`config.mk`:
```
export PLATFORM = sky130hd
export DESIGN_NAME = alu_ex_stage
export DESIGN_NICKNAME = d
export VERILOG_FILES = /design/src/rtl/alu_ex_stage.sv
export SDC_FILE = /design/constraint.sdc
export NUM_CORES = 1
export LEC_CHECK = 0
export ABC_CLOCK_PERIOD_IN_PS = 6500
export CAP_MARGIN = 20
export CORE_ASPECT_RATIO = 1.75
export CORE_MARGIN = 5
export CORE_UTILIZATION = 59
export CTS_CLUSTER_SIZE = 25
export DETAILED_ROUTE_END_ITERATION = 6
export GPL_TIMING_DRIVEN = 0
export PLACE_DENSITY = 0.81
export REMOVE_ABC_BUFFERS = 1
export SLEW_MARGIN = 30
export SYNTH_ARGS = -nofsm -noshare
export SYNTH_HDL_FRONTEND = slang
export SYNTH_SLANG_ARGS = --single-unit
```
`constraint.sdc`:
```
create_clock -name clk -period 6.5 [get_ports clk]
set_clock_uncertainty 0.1 [all_clocks]
set_input_delay 1.95 -clock clk [delete_from_list [all_inputs] [get_ports clk]]
set_output_delay 1.95 -clock clk [all_outputs]
set_load 0.01 [all_outputs]
```
`src/rtl/alu_ex_stage.sv`:
```
// EX-stage ALU: single-cycle ops land in the output register one edge after accept; multiply takes WIDTH iterations.
// Valid/ready on both sides; in_ready drops while multiplying or while an unconsumed result is held.
module alu_ex_stage #(
  parameter int WIDTH = 32
) (
  input  logic             clk,
  input  logic             reset,
  input  logic             in_valid,
  output logic             in_ready,
  input  logic [3:0]       alu_ctr,
  input  logic [WIDTH-1:0] src_a,
  input  logic [WIDTH-1:0] src_b,
  output logic             out_valid,
  input  logic             out_ready,
  output logic [WIDTH-1:0] result,
  output logic             zero
);

  localparam int CW = $clog2(WIDTH + 1);

  localparam logic [3:0] OP_AND = 4'b0000;
  localparam logic [3:0] OP_OR  = 4'b0001;
  localparam logic [3:0] OP_ADD = 4'b0010;
  localparam logic [3:0] OP_SUB = 4'b0110;
  localparam logic [3:0] OP_SLT = 4'b0111;
  localparam logic [3:0] OP_MUL = 4'b1000;
  localparam logic [3:0] OP_NOR = 4'b1100;

  typedef enum logic {IDLE, MUL} state_t;

  state_t           state;
  logic [WIDTH-1:0] mcand;
  logic [WIDTH-1:0] mplier;
  logic [WIDTH-1:0] acc;
  logic [CW-1:0]    count;

  logic             accept;
  logic [WIDTH-1:0] op_res;
  logic [WIDTH-1:0] acc_next;

  assign in_ready = (state == IDLE) & (~out_valid | out_ready);
  assign accept   = in_valid & in_ready;
  assign acc_next = acc + (mplier[0] ? mcand : '0);

  always_comb begin
    op_res = '0;
    case (alu_ctr)
      OP_ADD:  op_res = src_a + src_b;
      OP_SUB:  op_res = src_a - src_b;
      OP_AND:  op_res = src_a & src_b;
      OP_OR:   op_res = src_a | src_b;
      OP_SLT:  op_res = {{(WIDTH-1){1'b0}}, ($signed(src_a) < $signed(src_b))};
      OP_NOR:  op_res = ~(src_a | src_b);
      default: op_res = '0;
    endcase
  end

  always_ff @(posedge clk or posedge reset) begin
    if (reset) begin
      state     <= IDLE;
      out_valid <= 1'b0;
      result    <= '0;
      zero      <= 1'b0;
      mcand     <= '0;
      mplier    <= '0;
      acc       <= '0;
      count     <= '0;
    end else begin
      case (state)
        IDLE: begin
          if (out_valid && out_ready)
            out_valid <= 1'b0;
          if (accept) begin
            if (alu_ctr == OP_MUL) begin
              mcand  <= src_a;
              mplier <= src_b;
              acc    <= '0;
              count  <= CW'(WIDTH);
              state  <= MUL;
            end else begin
              result    <= op_res;
              zero      <= (op_res == '0);
              out_valid <= 1'b1;
            end
          end
        end
        MUL: begin
          // Output register is guaranteed empty here, so completion may load it unconditionally.
          acc    <= acc_next;
          mcand  <= mcand << 1;
          mplier <= mplier >> 1;
          count  <= count - CW'(1);
          if (count == CW'(1)) begin
            result    <= acc_next;
            zero      <= (acc_next == '0);
            out_valid <= 1'b1;
            state     <= IDLE;
          end
        end
        default: state <= IDLE;
      endcase
    end
  end

endmodule

```
---- Yosys cells after proc, flatten, opt, wreduce, memory -nomap -nowiden ----
Index checks and enable logic that the tools add are counted.
cells by class
  add/subtract/negate cells ............... 4
  $lt $le $gt $ge ......................... 1
  equality and inequality tests ........... 11
  multiplexer cells ....................... 31
  bitwise operators ....................... 8
  reduce and logical (&&, ||, !) cells .... 6
operators with widths
  operator                                                            number
  32-bit 2-to-1 mux                                                   10
  32-bit one-hot mux with 2 select lines                              4
  32-bit one-hot mux with 6 select lines                              1
  32-bit adder                                                        2
  32-bit zero test                                                    2
  32-bit AND                                                          1
  32-bit < comparator                                                 1
  32-bit NOT                                                          1
  32-bit bitwise OR                                                   1
  32-bit subtractor                                                   1
  6-bit 2-to-1 mux                                                    2
  6-bit one-hot mux with 2 select lines                               1
  1-bit 2-to-1 mux                                                    10
  4-bit by 3-bit == test with 1-bit output, second input constant     2
  4-bit == test, second input constant                                2
  6-bit by 1-bit == test with 1-bit output, second input constant     1
  1-bit one-hot mux with 2 select lines                               3
  6-bit by 1-bit subtractor with 6-bit output, second input constant  1
  4-bit by 1-bit == test with 1-bit output, second input constant     1
  4-bit by 2-bit == test with 1-bit output, second input constant     1
  4-bit zero test                                                     1
  2-bit by 1-bit != test with 1-bit output, second input constant     2
  2-bit != test, second input constant                                2
  3-bit AND reduction                                                 1
  other kinds (5)                                                     7
word-level totals
  register bits ........................... 137
  bits of input ports ..................... 72
  output and inout port bits .............. 35
  word-level logic and storage cells ...... 69

---- Depth between registers and ports, before layout ----
Gate-level depths: netlist of run 1.
  word-level depth ........................ 7
  depth in mapped cells ................... 16
  mapped depth without buffers ............ 15

---- Least setup slack after synthesis of run 1 ----
Ideal clock, no wire load.
  path type ............................... input-to-reg
  from .................................... input src_a[2]
  to ...................................... register zero
  library setup time ...................... 0.080 ns
  data arrival time ....................... 4.943 ns
  data required time ...................... 6.320 ns
  path slack .............................. 1.377 ns
  stages on the path ...................... 14
  path buffers ............................ 1
  path through ............................ inv_1 > ha_1 > clkbuf_1 > o21ai_0 > o21bai_1 > a2111oi_0 > o21ai_0 > a31o_2 > a311o_1 > a21o_1 > o21a_1 > nor4_1 > nand2_1 > o211ai_2
on the way
  word-level cells in the longest chain between the ends .. 7
  elaborated cells on any way between the ends .. 11
  classes of those cells .................. add/sub: 2; order compare: 1; mux: 4; bitwise: 3; reduce/logical: 1
RTL lines
  element                                                    RTL line  source
  start, declared                                            11        input logic [WIDTH-1:0] src_a,
  branches (longest 2 deep; another with 32-bit subtractor)  n/a
  32-bit one-hot mux with 6 select lines *                   47        case (alu_ctr)
  32-bit zero test *                                         82        zero <= (op_res == '0);
  1-bit 2-to-1 mux *                                         74        if (alu_ctr == OP_MUL) begin
  1-bit 2-to-1 mux *                                         73        if (accept) begin
  1-bit one-hot mux with 2 select lines *                    69        case (state)
  end signal, assigned                                       82
  end signal, assigned                                       95        zero <= (acc_next == '0);
  end, declared                                              16        output logic zero
Mark *: on every way between the ends. The select of a mux whose other input is x is not followed.
A chain may end at the register's enable or synchronous reset.

---- Worst setup path in the final report of run 1 ----
  from .................................... input src_a[4]
  to ...................................... register result[23]
on the way
  word-level cells in the longest chain between the ends .. 5
  elaborated cells on any way between the ends .. 6
  classes of those cells .................. add/sub: 2; mux: 4
RTL lines
  element                                            RTL line  source
  32-bit subtractor or 32-bit adder (tied branches)  49, 48
  32-bit one-hot mux with 6 select lines *           47
  32-bit 2-to-1 mux *                                74
  32-bit 2-to-1 mux *                                73
  32-bit one-hot mux with 2 select lines *           69
  end signal, assigned                               81        result <= op_res;
  end signal, assigned                               94        result <= acc_next;
  end, declared                                      15        output logic [WIDTH-1:0] result,
Mark *: on every way between the ends. The rest lies on a longest branch, timed or not. The select of a mux whose other input is x is not followed.

==> metrics.cfg, run 1 <==
[route]
vias_per_cell = 6.73
drt_iter0_markers = 1389
dr.pass1.iters = 7
drtAntennaViolNets = 0
drt-total-wl_mm = 49.6
routedWlPerCell_um = 23.3
drc = 1
vias = 14300

[power]
clkPwrFrac_pct = 34.8
power.leakage_uw = 0.00739
switchingPower_uw = 1150
pwr_density_cell_nw_per_um2 = 195
internal_power_uw = 1900
seq_power_share_pct = 31.4
swShare_pct = 37.8
combPwrFrac_pct = 33.8
ir_drop_mv = 0.195

[clocking]
path_clk_slew_ns = 0.07
cts_buffers = 17
root_buffer = clkbuf_16
cts.path.max_buffers = 2
clk_latency_ns = 0.44
h-tree-depth = 4
cts_tree = built
cts_hold_buf = 0
cts.sinks = 137
post_cts_buffers = 0

[logic_synthesis]
ys_ff_latch = 137
netlist_instances = 1781
seq_area_frac_synth_pct = 25.1
ys_top_cells_by_count = nand2_1, nor2_1, dfrtp_1
synthFlopType = dfrtp_1
synth.distinct_cells = 80
avgSynthCellArea_um2 = 7.65
synth.area.top_cells = dfrtp_1, ha_1, nand2_1
synth-async-reset-ratio_pct = 100
syn_area_um2 = 13600
yosys_warnings = 0
synth_top_cell_area_share_pct = 25.1
synth_edf_count = 0
synthMostInstantiatedCell = nand2_1
synth_area_leader_cell = dfrtp_1

[grt]
antenna_found_initial = 0
grt_pass1_wl_mm = 77.0
grt_pass1_vias = 14200
grt.overflow.total = 0
grt_max_degree = 85
grt.total_usage_pct = 36.9

[sta]
max_freq_mhz = 162
fin_crit_ns = 6.18
rsz0062_at_grt = no
finalHoldViolations = 0
relSlewSlack_pct = 27.3
fin_ws_ns = 0.315
worst_pin_slew_ns = 1.08
period_share_pct = 95.1
setup_violations = 0
drv_slew = 0

[die]
die_w_um = 125
io_pins = 107
dieHeight_um = 211
die-area_um2 = 26400
fp-row-count = 73
initial_core_util_pct = 59.9
coreArea_um2 = 22700

[hold_path]
hp-class = flop to flop

[cells_and_area]
multi_input_area_um2 = 9480
register_area_um2 = 3430
layout-area-overhead-vs-synth_pct = 14.8
nNetsFinal = 2026
drive_gt1_share_pct = 5.09
nFillCells = 1887
antenna-diode-count = 0
fin_area_um2 = 15700

[placed_design]
io_buffers = 106
place.gp.congestion = 0.968
place_ws_ns = -0.452
dpl.hpwl_mm = 37.1
place_area_um2 = 15000

[worst_setup_path]
crit_required_ns = 6.69
endpoint_kind = flop
critical-path-slowest-cell = nor4_1
worst_ep_arrival_time_ns = 6.37
worstPathMaxFanout = 9
crit_type = input pin to flop
start_kind = input pin
cpPeakStageDelay_ns = 0.94
path_delay_family = compound AO/OA/AOI/OAI gates
path_cells = clkdlybuf4s50_1 > inv_1 > ha_1 > nor2_1 > o311ai_2 > a2111oi_0 > o2111ai_1 > a21oi_1 > mux2i_1 > nor4_1 > o31ai_1
critPathBufInv = 2

[run_status]
violations = DRC
outcome = complete, but fails checks

[flow_run]
maxCapViolations = 0

-- metrics by stage --
| step | instances | utilization [%] | hold WS [ns] | power (uW) | TNS (ns) |
|---|---|---|---|---|---|
| finish | 2127 | 68.8 | 0.368 | 3050 | 0 |
| global route | 2127 | 68.8 | 0.391 | 3190 | 0 |
| detailed placement | 2096 | 66.0 | 0.354 | 1970 | -1.40 |
| CTS | 2127 | 68.7 | 0.369 | 3030 | 0 |
| floorplan | 1672 | - | 0.346 | 1640 | 0 |
| global placement | 2078 | 64.4 | 0.353 | 1940 | -408.59 |
-- final cells by class --
type / instances / area share [%]
Inverter: 107 / 2.63
Tap cell: 300 / 2.40
Multi-Input combinational cell: 1428 / 60.5
Clock buffer: 17 / 2.72
Timing Repair Buffer: 124 / 8.59
Clock inverter: 14 / 1.19
Sequential cell: 137 / 21.9
-- power by group through the flow --
stage / clock network (uW) / logic (uW) / registers [uW]
5_1_grt: 1100 / 1120 / 965
6_report: 1060 / 1030 / 959
4_1_cts: 1070 / 1010 / 957
3_3_place_gp: 0 / 972 / 970
2_1_floorplan: 0 / 676 / 962
3_5_place_dp: 0 / 999 / 971
-- flip-flops by register name, indices dropped and copies added (netlist names) --
name,count
mplier,32
acc,32
result,32
out_valid,1
count,6
mcand,32
zero,1
state,1
-- per-layer routing --
metal	track usage [%]	wire, um	vias to the layer above
met5	0	0	-
met4	34.7	5330	0
met3	5.41	2930	247
met2	63.1	24000	733
met1	38.7	17300	6766
li1	-	-	6562
-- path summary, 6_finish.rpt --
kind                       startpoint          to  slack (ns)  cells past startpoint
max in group asynchronous       reset  mplier[16]        3.72                      3
max                          src_a[4]  result[23]        0.32                     11
max reg2reg                 mplier[0]        zero        0.91                     13
min in group asynchronous       reset      acc[6]        1.81                      2
min reg2reg                result[14]  result[14]        0.37                      2
min                        result[14]  result[14]        0.37                      2
-- worst register-to-register path: cells and delay by family, from the launching register on --
family	cells	cell delay, ns
and+or+nand+nor	7	2.63
AOI/OAI and AO/OA	4	1.21
DFF	1	0.96
xor gates and xnor gates	1	0.35
adders and majority gates	1	0.27
-- cell families (layout without fill, tap and decap cells) --
kind of cell	count (synthesis)	count (layout)	share of synthesized area, %
mux	67	67	4.97
simple gates	624	624	21.2
compound gates	568	568	27.9
xor+xnor	30	30	1.93
buf+inv	216	262	5.96
fa+ha+maj	139	139	12.9
flops	137	137	25.1
-- repair_timing --
action / CTS / global route
pin swaps: 0 / 0
endpoints found under the setup margin: 1 / 2
endpoints found under the hold margin: 0 / 0
gates resized for setup: 1 / 2
gates cloned: 0 / 0
-- cells in the final DEF, fill, tap and decap left out, types with 7 or more instances in the layout --
cell type and instances:
a21o_1 28, nor3_1 31, o21bai_1 16, a31oi_1 23
nor4_1 17, o21a_1 13, o2111ai_1 7, and2_1 39
nor2b_1 14, a221oi_1 21, nand3_1 41, ha_1 136
o31ai_1 18, a21oi_1 120, nor2_1 158, mux2i_1 61
or2_2 7, a2111oi_0 10, nand2b_1 10, xor2_1 15
a211oi_1 23, inv_1 105, o211ai_1 20, dfrtp_1 136
xnor2_1 15, and3_1 8, nand4_1 20, o41ai_1 8
clkbuf_16 17, o21ai_0 135, clkdlybuf4s50_1 106, a22oi_1 21
o22ai_1 18, nand2_1 236, a221o_1 19
No activity file was read; power rests on OpenSTA's default activity.
==> run 2, diff against run 1 <==
--- a/config.mk
+++ b/config.mk
@@ -8,7 +8,7 @@
 export ABC_CLOCK_PERIOD_IN_PS = 6500
 export CAP_MARGIN = 20
 export CORE_ASPECT_RATIO = 1.75
-export CORE_MARGIN = 5
+export CORE_MARGIN = 10
 export CORE_UTILIZATION = 59
 export CTS_CLUSTER_SIZE = 25
 export DETAILED_ROUTE_END_ITERATION = 6
==> run 2 against run 1 <==
The flow now finishes without violations; critical path type unchanged; clock-buffer cell count stayed put; combinational power about the same; largest cell class unchanged; sequential cell count is the same; core utilization hardly changed; sequential share of layout area about the same.
==> metrics.cfg, run 2 (same netlist as run 1, synthesis figures left out) <==
[run_status]
outcome = finished, final reports clean  ; was complete, but fails checks

[worst_setup_path]
critical-path-slowest-cell = clkdlybuf4s50_1  ; was nor4_1
path_delay_family = simple AND/OR/NAND/NOR gates  ; was compound AO/OA/AOI/OAI gates
worst_ep_arrival_time_ns = 6.62  ; was 6.37 ns
crit_type = input pin to flop  ; unchanged
worstPathMaxFanout = 9  ; unchanged
cpPeakStageDelay_ns = 0.70  ; was 0.94 ns
endpoint_kind = flop  ; unchanged
path_cells = clkdlybuf4s50_1 > inv_1 > ha_1 > inv_1 > a21oi_1 > nand2_1 > a2111oi_0 > a21oi_1 > or4_1 > nor4_1 > nand4_1 > nor4_1 > nand2_1 > o211ai_2  ; was clkdlybuf4s50_1 > inv_1 > ha_1 > nor2_1 > o311ai_2 > a2111oi_0 > o2111ai_1 > a21oi_1 > mux2i_1 > nor4_1 > o31ai_1
critPathBufInv = 3  ; was 2
crit_required_ns = 6.77  ; was 6.69 ns
start_kind = input pin  ; unchanged

[placed_design]
place_ws_ns = -0.443  ; was -0.452 ns
io_buffers = 106  ; unchanged
place.gp.congestion = 1.02  ; was 0.968
place_area_um2 = 15000  ; about the same
dpl.hpwl_mm = 37.9  ; was 37.1 mm

[sta]
finalHoldViolations = 0  ; unchanged
worst_pin_slew_ns = 0.961  ; was 1.08 ns
drv_slew = 0  ; unchanged
max_freq_mhz = 158  ; was 162 MHz
fin_ws_ns = 0.153  ; was 0.315 ns
setup_violations = 0  ; unchanged
tns_ns = 0  ; unchanged
period_share_pct = 97.7  ; was 95.1%
relSlewSlack_pct = 35.1  ; was 27.3%
fin_crit_ns = 6.35  ; was 6.18 ns
rsz0062_at_grt = no  ; unchanged

[power]
ir_drop_mv = 0.177  ; was 0.195 mV
power.leakage_uw = 0.00740  ; was 0.00739 uW
pwr_density_cell_nw_per_um2 = 192  ; was 195 nW/um^2
p_total_uw = 3010  ; was 3050 uW

[hold_path]
hp-class = flop to flop  ; unchanged

[cells_and_area]
fin_area_um2 = 15600  ; was 15700 um^2
layout-area-overhead-vs-synth_pct = 14.8  ; about the same
final_common_cell = nand2_1  ; unchanged
layout_common_cells = nand2_1, nor2_1, ha_1  ; was nand2_1, nor2_1, ha_1, dfrtp_1, o21ai_0
nNetsFinal = 2027  ; was 2026
antenna-diode-count = 0  ; unchanged
drive_gt1_share_pct = 5.19  ; was 5.09%

[die]
dieHeight_um = 221  ; was 211 um
io_pins = 107  ; unchanged
coreArea_um2 = 22700  ; unchanged
die-area_um2 = 29800  ; was 26400 um^2
fp-row-count = 73  ; unchanged
die_w_um = 135  ; was 125 um
initial_core_util_pct = 59.9  ; unchanged

[clocking]
cts_hold_buf = 0  ; unchanged
clk_latency_ns = 0.45  ; was 0.44 ns
path_clk_slew_ns = 0.07  ; about the same
cts.path.max_buffers = 2  ; unchanged
h-tree-depth = 4  ; unchanged
cts_tree = built  ; unchanged
cts_buffers = 17  ; unchanged
cts.sinks = 137  ; unchanged
root_buffer = clkbuf_16  ; unchanged

[grt]
grt.overflow.total = 0  ; unchanged
grt.total_usage_pct = 32.9  ; was 36.9%
grt_pass1_wl_mm = 77.8  ; was 77.0 mm
antenna_found_initial = 1  ; was 0
grt_max_degree = 79  ; was 85
grt_pass1_vias = 14200  ; about the same

[flow_run]
maxCapViolations = 0  ; unchanged

[route]
drc = 0  ; was 1
dr.pass1.iters = 5  ; was 7
drt_iter0_markers = 1266  ; was 1389
routedWlPerCell_um = 23.6  ; was 23.3 um
drt-total-wl_mm = 50.2  ; was 49.6 mm
vias_per_cell = 6.67  ; was 6.73
vias = 14200  ; was 14300
drtAntennaViolNets = 0  ; unchanged

==> run 2: power by group <==
| group | internal, uW | leakage [uW] | switching, uW |
|---|---|---|---|
| Combinational | 372 | 0.00536 | 669 |
| Clock | 573 | 0.000292 | 440 |
| Sequential | 917 | 0.00175 | 40.7 |
| Total | 1860 | 0.00740 | 1150 |
==> run 2: worst min-delay path, stage by stage, from the launching register on <==
cell and delay, ns:
dfrtp_1 0.34, nand2_1 0.05, nand2_1 0.05
==> run 2: timing repair <==
item,in CTS,in global routing
buffers inserted,0,0
gates resized for setup,1,5
endpoints found under the hold margin,0,0
endpoints found under the setup margin,1,2
==> run 2: through the flow <==
step | util (%) | hold WS [ns] | std cells
after floorplan | - | 0.346 | 1672
after global placement | 64.4 | 0.353 | 2078
after detailed placement | 66.1 | 0.363 | 2096
after CTS | 68.7 | 0.378 | 2128
after global routing | 68.8 | 0.390 | 2129
final | 68.8 | 0.374 | 2129
==> run 2: final cells by class <==
class | instances | area, um^2
clock buffers | 17 | 425
clock inverters | 15 | 163
fillers | 1902 | 7100
inverters | 107 | 412
multi-input cells | 1428 | 9470
flip-flops and latches | 137 | 3430
well taps | 300 | 375
repair buffers | 125 | 1370
==> run 2: path summary, 6_finish.rpt <==
kind                            depth (start not counted)  slack [ns]    endpoint        from
worst max-delay path                                   14        0.15        zero    src_a[4]
worst min-delay path                                    2        0.37  result[14]  result[14]
worst max register to register                         14        1.11        zero   mplier[0]
worst min register to register                          2        0.37  result[14]  result[14]
max in group asynchronous                               3        3.70  mplier[10]       reset
min in group asynchronous                               2        1.84     acc[12]       reset
==> run 2: layer usage <==
layer	track usage (%)	vias up	part of all wire, %
li1	-	6568	-
met1	33.5	6683	35
met2	55.8	721	49
met3	5.88	227	6.5
met4	29.0	2	9.9
met5	0	-	0.026
